## config.mk

```make
export PLATFORM = sky130hd
export DESIGN_NAME = instruction_fetch
export DESIGN_NICKNAME = d
export VERILOG_FILES = /design/src/rtl/instruction_fetch.sv
export SDC_FILE = /design/constraint.sdc
export NUM_CORES = 1
export LEC_CHECK = 0
export ABC_AREA = 1
export CORE_UTILIZATION = 32
export DETAILED_ROUTE_END_ITERATION = 7
export SLEW_MARGIN = 5
export SYNTH_ARGS = -nofsm -noshare
export SYNTH_HDL_FRONTEND = slang
export SYNTH_SLANG_ARGS = --single-unit
```

## constraint.sdc

```tcl
create_clock -name clk -period 2.24 [get_ports clk]
set_input_delay 0.336 -clock clk [delete_from_list [all_inputs] [get_ports clk]]
set_output_delay 0.336 -clock clk [all_outputs]
set_load 0.01 [all_outputs]
```

## src/rtl/instruction_fetch.sv

```systemverilog
// Instruction fetch stage: an 8-bit word PC, a single-outstanding memory request and a one-entry skid register.
// The optional halt-on-0xFFFFFFFF detection is enabled by defining IF_HALT_DETECT_EN.
module instruction_fetch (
  input  logic        clk,
  input  logic        reset,
  input  logic        stall_IF,
  input  logic        enableDebug,
  input  logic        redirect_valid,
  input  logic [7:0]  redirect_pc,
  output logic        imem_req,
  output logic [7:0]  imem_addr,
  input  logic        imem_ready,
  input  logic [31:0] imem_data,
  output logic [7:0]  programCounter_out,
  output logic [31:0] instruction_out,
  output logic        instr_valid,
  output logic        clear_out,
  output logic        halted
);

`ifdef IF_HALT_DETECT_EN
  typedef enum logic [1:0] {S_FETCH, S_DISCARD, S_HALT} state_t;
`else
  typedef enum logic [1:0] {S_FETCH, S_DISCARD} state_t;
`endif

  state_t      r_state;
  logic [7:0]  r_pc;
  logic        r_outstanding;
  logic [7:0]  r_req_addr;
  logic [31:0] r_skid_data;
  logic [7:0]  r_skid_pc;
  logic        r_skid_valid;
  logic [7:0]  r_pc_out;
  logic [31:0] r_instr_out;
  logic        r_instr_valid;
  logic        r_clear;

  logic        w_able;
  logic        w_start;
  logic        w_fire;
  logic [7:0]  w_pc_inc;

  assign w_able   = ~stall_IF & enableDebug;
  assign w_start  = (r_state == S_FETCH) & w_able & ~r_skid_valid & ~redirect_valid & ~r_outstanding;
  // Gating with reset keeps the request low while reset is held, even though FETCH is the reset state.
  assign imem_req  = reset & (r_outstanding | w_start);
  assign imem_addr = r_outstanding ? r_req_addr : r_pc;
  assign w_fire    = imem_req & imem_ready;
  assign w_pc_inc  = r_pc + 8'd1;

  assign programCounter_out = r_pc_out;
  assign instruction_out    = r_instr_out;
  assign instr_valid        = r_instr_valid;
  assign clear_out          = r_clear;

`ifdef IF_HALT_DETECT_EN
  assign halted = (r_state == S_HALT);
`else
  assign halted = 1'b0;
`endif

  // NOTE: all state updates use non-blocking assignments so every register samples pre-edge values.
  always_ff @(posedge clk or negedge reset) begin
    if (!reset) begin
      r_state       <= S_FETCH;
      r_pc          <= 8'h00;
      r_outstanding <= 1'b0;
      r_req_addr    <= 8'h00;
      // NOTE: the skid payload is a single register, so it is reset along with its valid bit.
      r_skid_data   <= 32'h0;
      r_skid_pc     <= 8'h00;
      r_skid_valid  <= 1'b0;
      r_pc_out      <= 8'h00;
      r_instr_out   <= 32'h0;
      r_instr_valid <= 1'b0;
      r_clear       <= 1'b0;
    end else begin
      r_outstanding <= imem_req & ~imem_ready;
      if (imem_req & ~imem_ready) r_req_addr <= imem_addr;
      r_clear <= redirect_valid;

      if (redirect_valid) begin
        r_pc          <= redirect_pc;
        r_skid_valid  <= 1'b0;
        r_instr_valid <= 1'b0;
        r_state       <= (r_outstanding & ~imem_ready) ? S_DISCARD : S_FETCH;
      end else begin
        case (r_state)
          S_FETCH: begin
            if (r_skid_valid) begin
              if (w_able) begin
                r_pc_out      <= r_skid_pc;
                r_instr_out   <= r_skid_data;
                r_instr_valid <= 1'b1;
                r_skid_valid  <= 1'b0;
`ifdef IF_HALT_DETECT_EN
                if (r_skid_data == 32'hFFFF_FFFF) r_state <= S_HALT;
`endif
              end
            end else if (w_fire) begin
              r_pc <= w_pc_inc;
              if (w_able) begin
                r_pc_out      <= w_pc_inc;
                r_instr_out   <= imem_data;
                r_instr_valid <= 1'b1;
`ifdef IF_HALT_DETECT_EN
                if (imem_data == 32'hFFFF_FFFF) r_state <= S_HALT;
`endif
              end else begin
                r_skid_pc    <= w_pc_inc;
                r_skid_data  <= imem_data;
                r_skid_valid <= 1'b1;
              end
            end else if (w_able) begin
              r_instr_valid <= 1'b0;
            end
          end
          S_DISCARD: begin
            // The late response belongs to a squashed path; it only closes the request.
            if (imem_ready) r_state <= S_FETCH;
            if (w_able) r_instr_valid <= 1'b0;
          end
`ifdef IF_HALT_DETECT_EN
          S_HALT: begin
            if (w_able) r_instr_valid <= 1'b0;
          end
`endif
          default: r_state <= S_FETCH;
        endcase
      end
    end
  end

endmodule

```

After elaboration in Yosys (flattened, before gate mapping)
Index checks and enable logic that the tools add are counted.
{"block": "totals", "input_bits": 46, "word_cells": 69, "register_bits": 102}
{"block": "op_classes", "n_reduce_logical": 9, "n_mux": 28, "eq_ne": 4, "n_addsub": 1, "bitwise": 16}
{"operator": "$mux W32", "n": 4}
{"operator": "$mux W8", "n": 9}
{"operator": "$mux W1", "n": 11}
{"operator": "$and A1 B1 Y1", "n": 9}
{"operator": "$add A8 B1 Y8 const B", "n": 1}
{"operator": "$not A1 Y1", "n": 6}
{"operator": "$reduce_bool A2 Y1", "n": 3}
{"operator": "$reduce_and A5 Y1", "n": 1}
{"operator": "$mux W2", "n": 2}
{"operator": "$ne A2 B2 Y1 const B", "n": 2}
{"operator": "$pmux W2 S2", "n": 1}
{"operator": "$reduce_and A4 Y1", "n": 1}
{"operator": "$ne A3 B3 Y1 const B", "n": 1}
{"operator": "$reduce_and A3 Y1", "n": 1}
{"operator": "$reduce_bool A3 Y1", "n": 1}
{"operator": "$eq A2 B1 Y1 const B", "n": 1}
{"operator": "$logic_not A2 Y1", "n": 1}
{"operator": "$pmux W1 S2", "n": 1}
{"operator": "$reduce_and A2 Y1", "n": 1}
{"operator": "$or A1 B1 Y1", "n": 1}

Logic depth before layout (Yosys ltp)
{"block": "depth", "word_depth": 13, "mapped_depth": 10, "ltp_nobuf": 9}

Worst setup path before layout
OpenSTA, ideal clock, no wires.
{"block": "synth_path", "kind": "input to register", "from": "input redirect_valid", "to": "register r_skid_data[31]", "cell_stages": 9, "setup_slack_ps": 821, "t_arrival_ps": 1298, "n_path_buf": 3, "path_cell_list": "buf_6 nor2_4 nand3_1 nand2_2 nand4_2 buf_6 buf_6 o21bai_1 nand2_1"}
{"block": "synth_between", "elab_chain_cells": 7}
{"element": "start, declared", "line_no": "8", "source": "input logic redirect_valid,"}
{"element": "$not A1 Y1 (no line) (*)"}
{"element": "$and A1 B1 Y1 (2 in a row)", "line_no": "45", "source": "assign w_start = (r_state == S_FETCH) & w_able & ~r_skid_valid & ~redirect_valid & ~r_outstanding;"}
{"element": "$or A1 B1 Y1", "line_no": "47", "source": "assign imem_req = reset & (r_outstanding | w_start);"}
{"element": "$and A1 B1 Y1", "line_no": "47"}
{"element": "$and A1 B1 Y1", "line_no": "49", "source": "assign w_fire = imem_req & imem_ready;"}
{"element": "$reduce_and A5 Y1 (no line) (*)"}
{"element": "end signal, assigned", "line_no": "112", "source": "r_skid_data <= imem_data;"}
{"element": "end, declared", "line_no": "31", "source": "logic [31:0] r_skid_data;"}
Every way passes the cells marked *; elsewhere a longest branch is shown, timed or not.
A chain may end at the register's enable or synchronous reset.

Final worst setup path
{"block": "layout_path", "from": "register r_outstanding", "to": "output imem_addr[4]"}
{"block": "layout_between", "elab_chain_cells": 1}
{"element": "start, declared", "line_no": "29", "source": "logic r_outstanding;"}
{"element": "start signal, assigned", "line_no": "79", "source": "r_outstanding <= imem_req & ~imem_ready;"}
{"element": "$mux W8", "line_no": "48", "source": "assign imem_addr = r_outstanding ? r_req_addr : r_pc;"}
{"element": "end, declared", "line_no": "11", "source": "output logic [7:0] imem_addr,"}
No other way between the ends.

==> metrics.csv <==
stage;metric;value;unit
status;outcome;finished clean;
clock_network;deepest level of the CTS H-tree;3;
critical_path;RR Endpoint;instruction_out[0];
sta;setup violators final;0;
global_routing;total grt overflow;0;
global_routing;global router's overall resource usage;17.0;%
finish;area grow syn2layout;28.6;%
clock_network;deepest clock path buffer count;2;
sta;fin crit share;96.3;%
critical_path;Worst EP required;1.90;ns
clock_network;CTS tree;done;
finish;share of layout cells above drive strength 1;6.21;%
routing;DRC violations left;0;
synthesis;post-synthesis sequential area ratio;49.2;%
critical_path;capture point of the worst path;imem_addr[4];
finish;Nets;783;
clock_network;CTS root buffer;clkbuf_16;
global_routing;first-pass GRT wire length;21.7;mm
finish;most frequent cells in the layout;nand2_1, dfrtp_1, nand3_1;
sta;Hold Violations, Final;0;
synthesis;Post-synth EDFFs;0;
finish;Final Instance Area;0.00660;mm²
placed_design;global placement routability congestion;0.812;
routing;antenna-violating nets left;0;
routing;drt first pass iters;5;
placed_design;pre-CTS setup slack;0.112;ns
synthesis;post-synth top area share;49.2;%
clock_network;clk_lat worst skew;0.36;ns
sta;worst hold slack;0.358;ns
synthesis;Post-Syn Area;0.00514;mm²
clock_network;clk sinks;101;
power_and_ir_drop;LEAKAGE;3.26;nW
floorplanning;die area;0.0166;mm²
placed_design;IO buf count;96;
power_and_ir_drop;total power divided by cell area;808;mW/mm²
critical_path;Critical Path Source;r_outstanding;
critical_path;CP Launch Type;flop;
flow_run;Max-cap violations;0;
floorplanning;Die Width;129;µm
sta;Final WS setup;0.0824;ns
synthesis;Ys Warns;0;
power_and_ir_drop;VDD IR max;0.387;mV
sta;fin. max-slew vios;0;
floorplanning;# rows;45;
routing;Post-Route WL;13.4;mm
critical_path;CP endpoint kind;output pin;
clock_network;Setup Buffers After CTS;0;
finish;n_diodes;0;
sta;worst relative slew slack;55.8;%
floorplanning;die span in y;129;µm
sta;setup repair after global routing missed its margin;false;
finish;most common cell after layout, fill and taps aside;nand2_1;
clock_network;CTS clk-pin slew, worst paths;0.07;ns
critical_path;r2r startpoint;r_skid_valid;
finish;fillers;1578;
synthesis;Syn Nets;703;
synthesis;Async S/R FF share, synth;100;%
sta;fmax;463;MHz
routing;initial DRC count;380;
hold_path;Hold Path Class;in2async;
floorplanning;core footprint;0.0154;mm²
critical_path;critical path peak fanout;13;
synthesis;top cells by area, synth;dfrtp_1, nand2_1, nand3_1;
synthesis;Synth Instances;656;
synthesis;Post-Syn Area per Cell;7.83;µm²
routing;Via density;4.78;
clock_network;number of CTS-inserted buffers;9;
floorplanning;Ports;98;
global_routing;vias in the first global route;4251;
global_routing;largest net degree at the start of global routing;100;
synthesis;Synth Register Bits;101;
finish;Post-Layout Cell Count;952;
sta;Fin Clk Skew;0.00447;ns
placed_design;DP HPWL;8.64;mm
synthesis;Synth area leader;dfrtp_1;
synthesis;library cells used by synthesis;26;
sta;Slew @ Worst Pin;0.662;ns
critical_path;worst reg2reg path depth;6;
synthesis;most used flip-flop cell after synthesis;dfrtp_1;
placed_design;# placed instances;935;
critical_path;critical path class;reg2out;
critical_path;Worst R2R Setup Slack;0.35;ns
routing;vias;4550;
sta;Tmin final;2.16;ns
placed_design;post-placement cell area;0.00631;mm²
floorplanning;initial core utilization;33.3;%
critical_path;CP Data Arrival Time;1.82;ns
sta;final setup TNS;0;ns
routing;wire per inst;14.1;µm
global_routing;antenna violations before repair;0;
## routing by layer
layer | GRT usage [%] | wire length, µm | share of wire [%]
met3 | 4.37 | 698 | 5.2
met2 | 27.8 | 6470 | 48
met4 | 5.40 | 189 | 1.4
met1 | 22.2 | 6060 | 45
met5 | 0 | 0 | 0
## kinds of logic (layout without fill, tap and decap cells)
| family | count (synthesis) | in the layout | share of synthesized area (%) |
|---|---|---|---|
| simple gates | 353 | 353 | 29.5 |
| flops | 101 | 101 | 49.2 |
| buf+inv | 101 | 186 | 9.16 |
| compound gates | 96 | 96 | 11.4 |
| xor+xnor | 3 | 3 | 0.512 |
| fa+ha+maj | 1 | 1 | 0.244 |
| other cells | 1 | 1 | 0.0730 |
## cell usage after synthesis (2+ instances only)
| cell | n |
|---|---|
| and2_1 | 2 |
| buf_1 | 5 |
| buf_2 | 4 |
| buf_4 | 9 |
| buf_6 | 7 |
| clkbuf_1 | 18 |
| dfrtp_1 | 101 |
| inv_1 | 57 |
| nand2_1 | 237 |
| nand2_2 | 3 |
| nand2_4 | 2 |
| nand3_1 | 97 |
| nor2_1 | 6 |
| nor2_4 | 2 |
| o21ai_0 | 54 |
| o21bai_1 | 40 |
| xor2_1 | 3 |
## worst min path at each step
stage	from	end	slack, ns	cells after the start
2_1_floorplan	reset	clear_out	0.04	0
3_3_place_gp	reset	r_state[0]	0.16	1
3_5_place_dp	reset	r_state[0]	0.17	1
4_1_cts	reset	r_state[0]	0.32	2
5_1_grt	reset	r_state[0]	0.36	2
6_report	reset	r_state[0]	0.36	2
## stage by stage
step           utilization (%)  power, mW
6_report                  42.8       5.34
5_1_grt                   42.8       5.67
4_1_cts                   42.8       5.39
3_5_place_dp              40.9       3.85
3_3_place_gp              40.9       3.79
2_1_floorplan                -       3.17
## flip-flops by register name, summed over array words and instances (netlist names)
name	cells
r_outstanding	1
programCounter_out	8
r_skid_data	32
r_skid_pc	8
r_req_addr	8
instruction_out	32
clear_out	1
r_state	1
instr_valid	1
r_skid_valid	1
r_pc	8
## what timing repair did
item / in CTS / in global routing
endpoints found under the setup margin: 0 / 1
endpoints found under the hold margin: 2 / 0
resized for setup: 0 / 1
hold buffers: 1 / 0
## power breakdown
part	total [mW]	switching (mW)	internal, mW
logic	1.37	0.683	0.683
clock network	1.54	0.742	0.795
registers	2.43	0.198	2.24
## worst max-delay path: stages, from the launching register on
cell	delay, ns
dfrtp_1	0.38
buf_4	0.18
o21ai_0	0.30
clkdlybuf4s50_1	0.60
## layout make-up
class                           count  area [µm²]  area share, %
Multi-Input combinational cell    454        2150           32.6
Clock inverter                      6        46.3          0.701
Inverter                           58         218           3.30
Timing Repair Buffer              112        1160           17.5
Tap cell                          211         264           4.00
Clock buffer                       10         239           3.62
Sequential cell                   101        2530           38.3
Note: power is estimated with default switching activity, not from simulation.
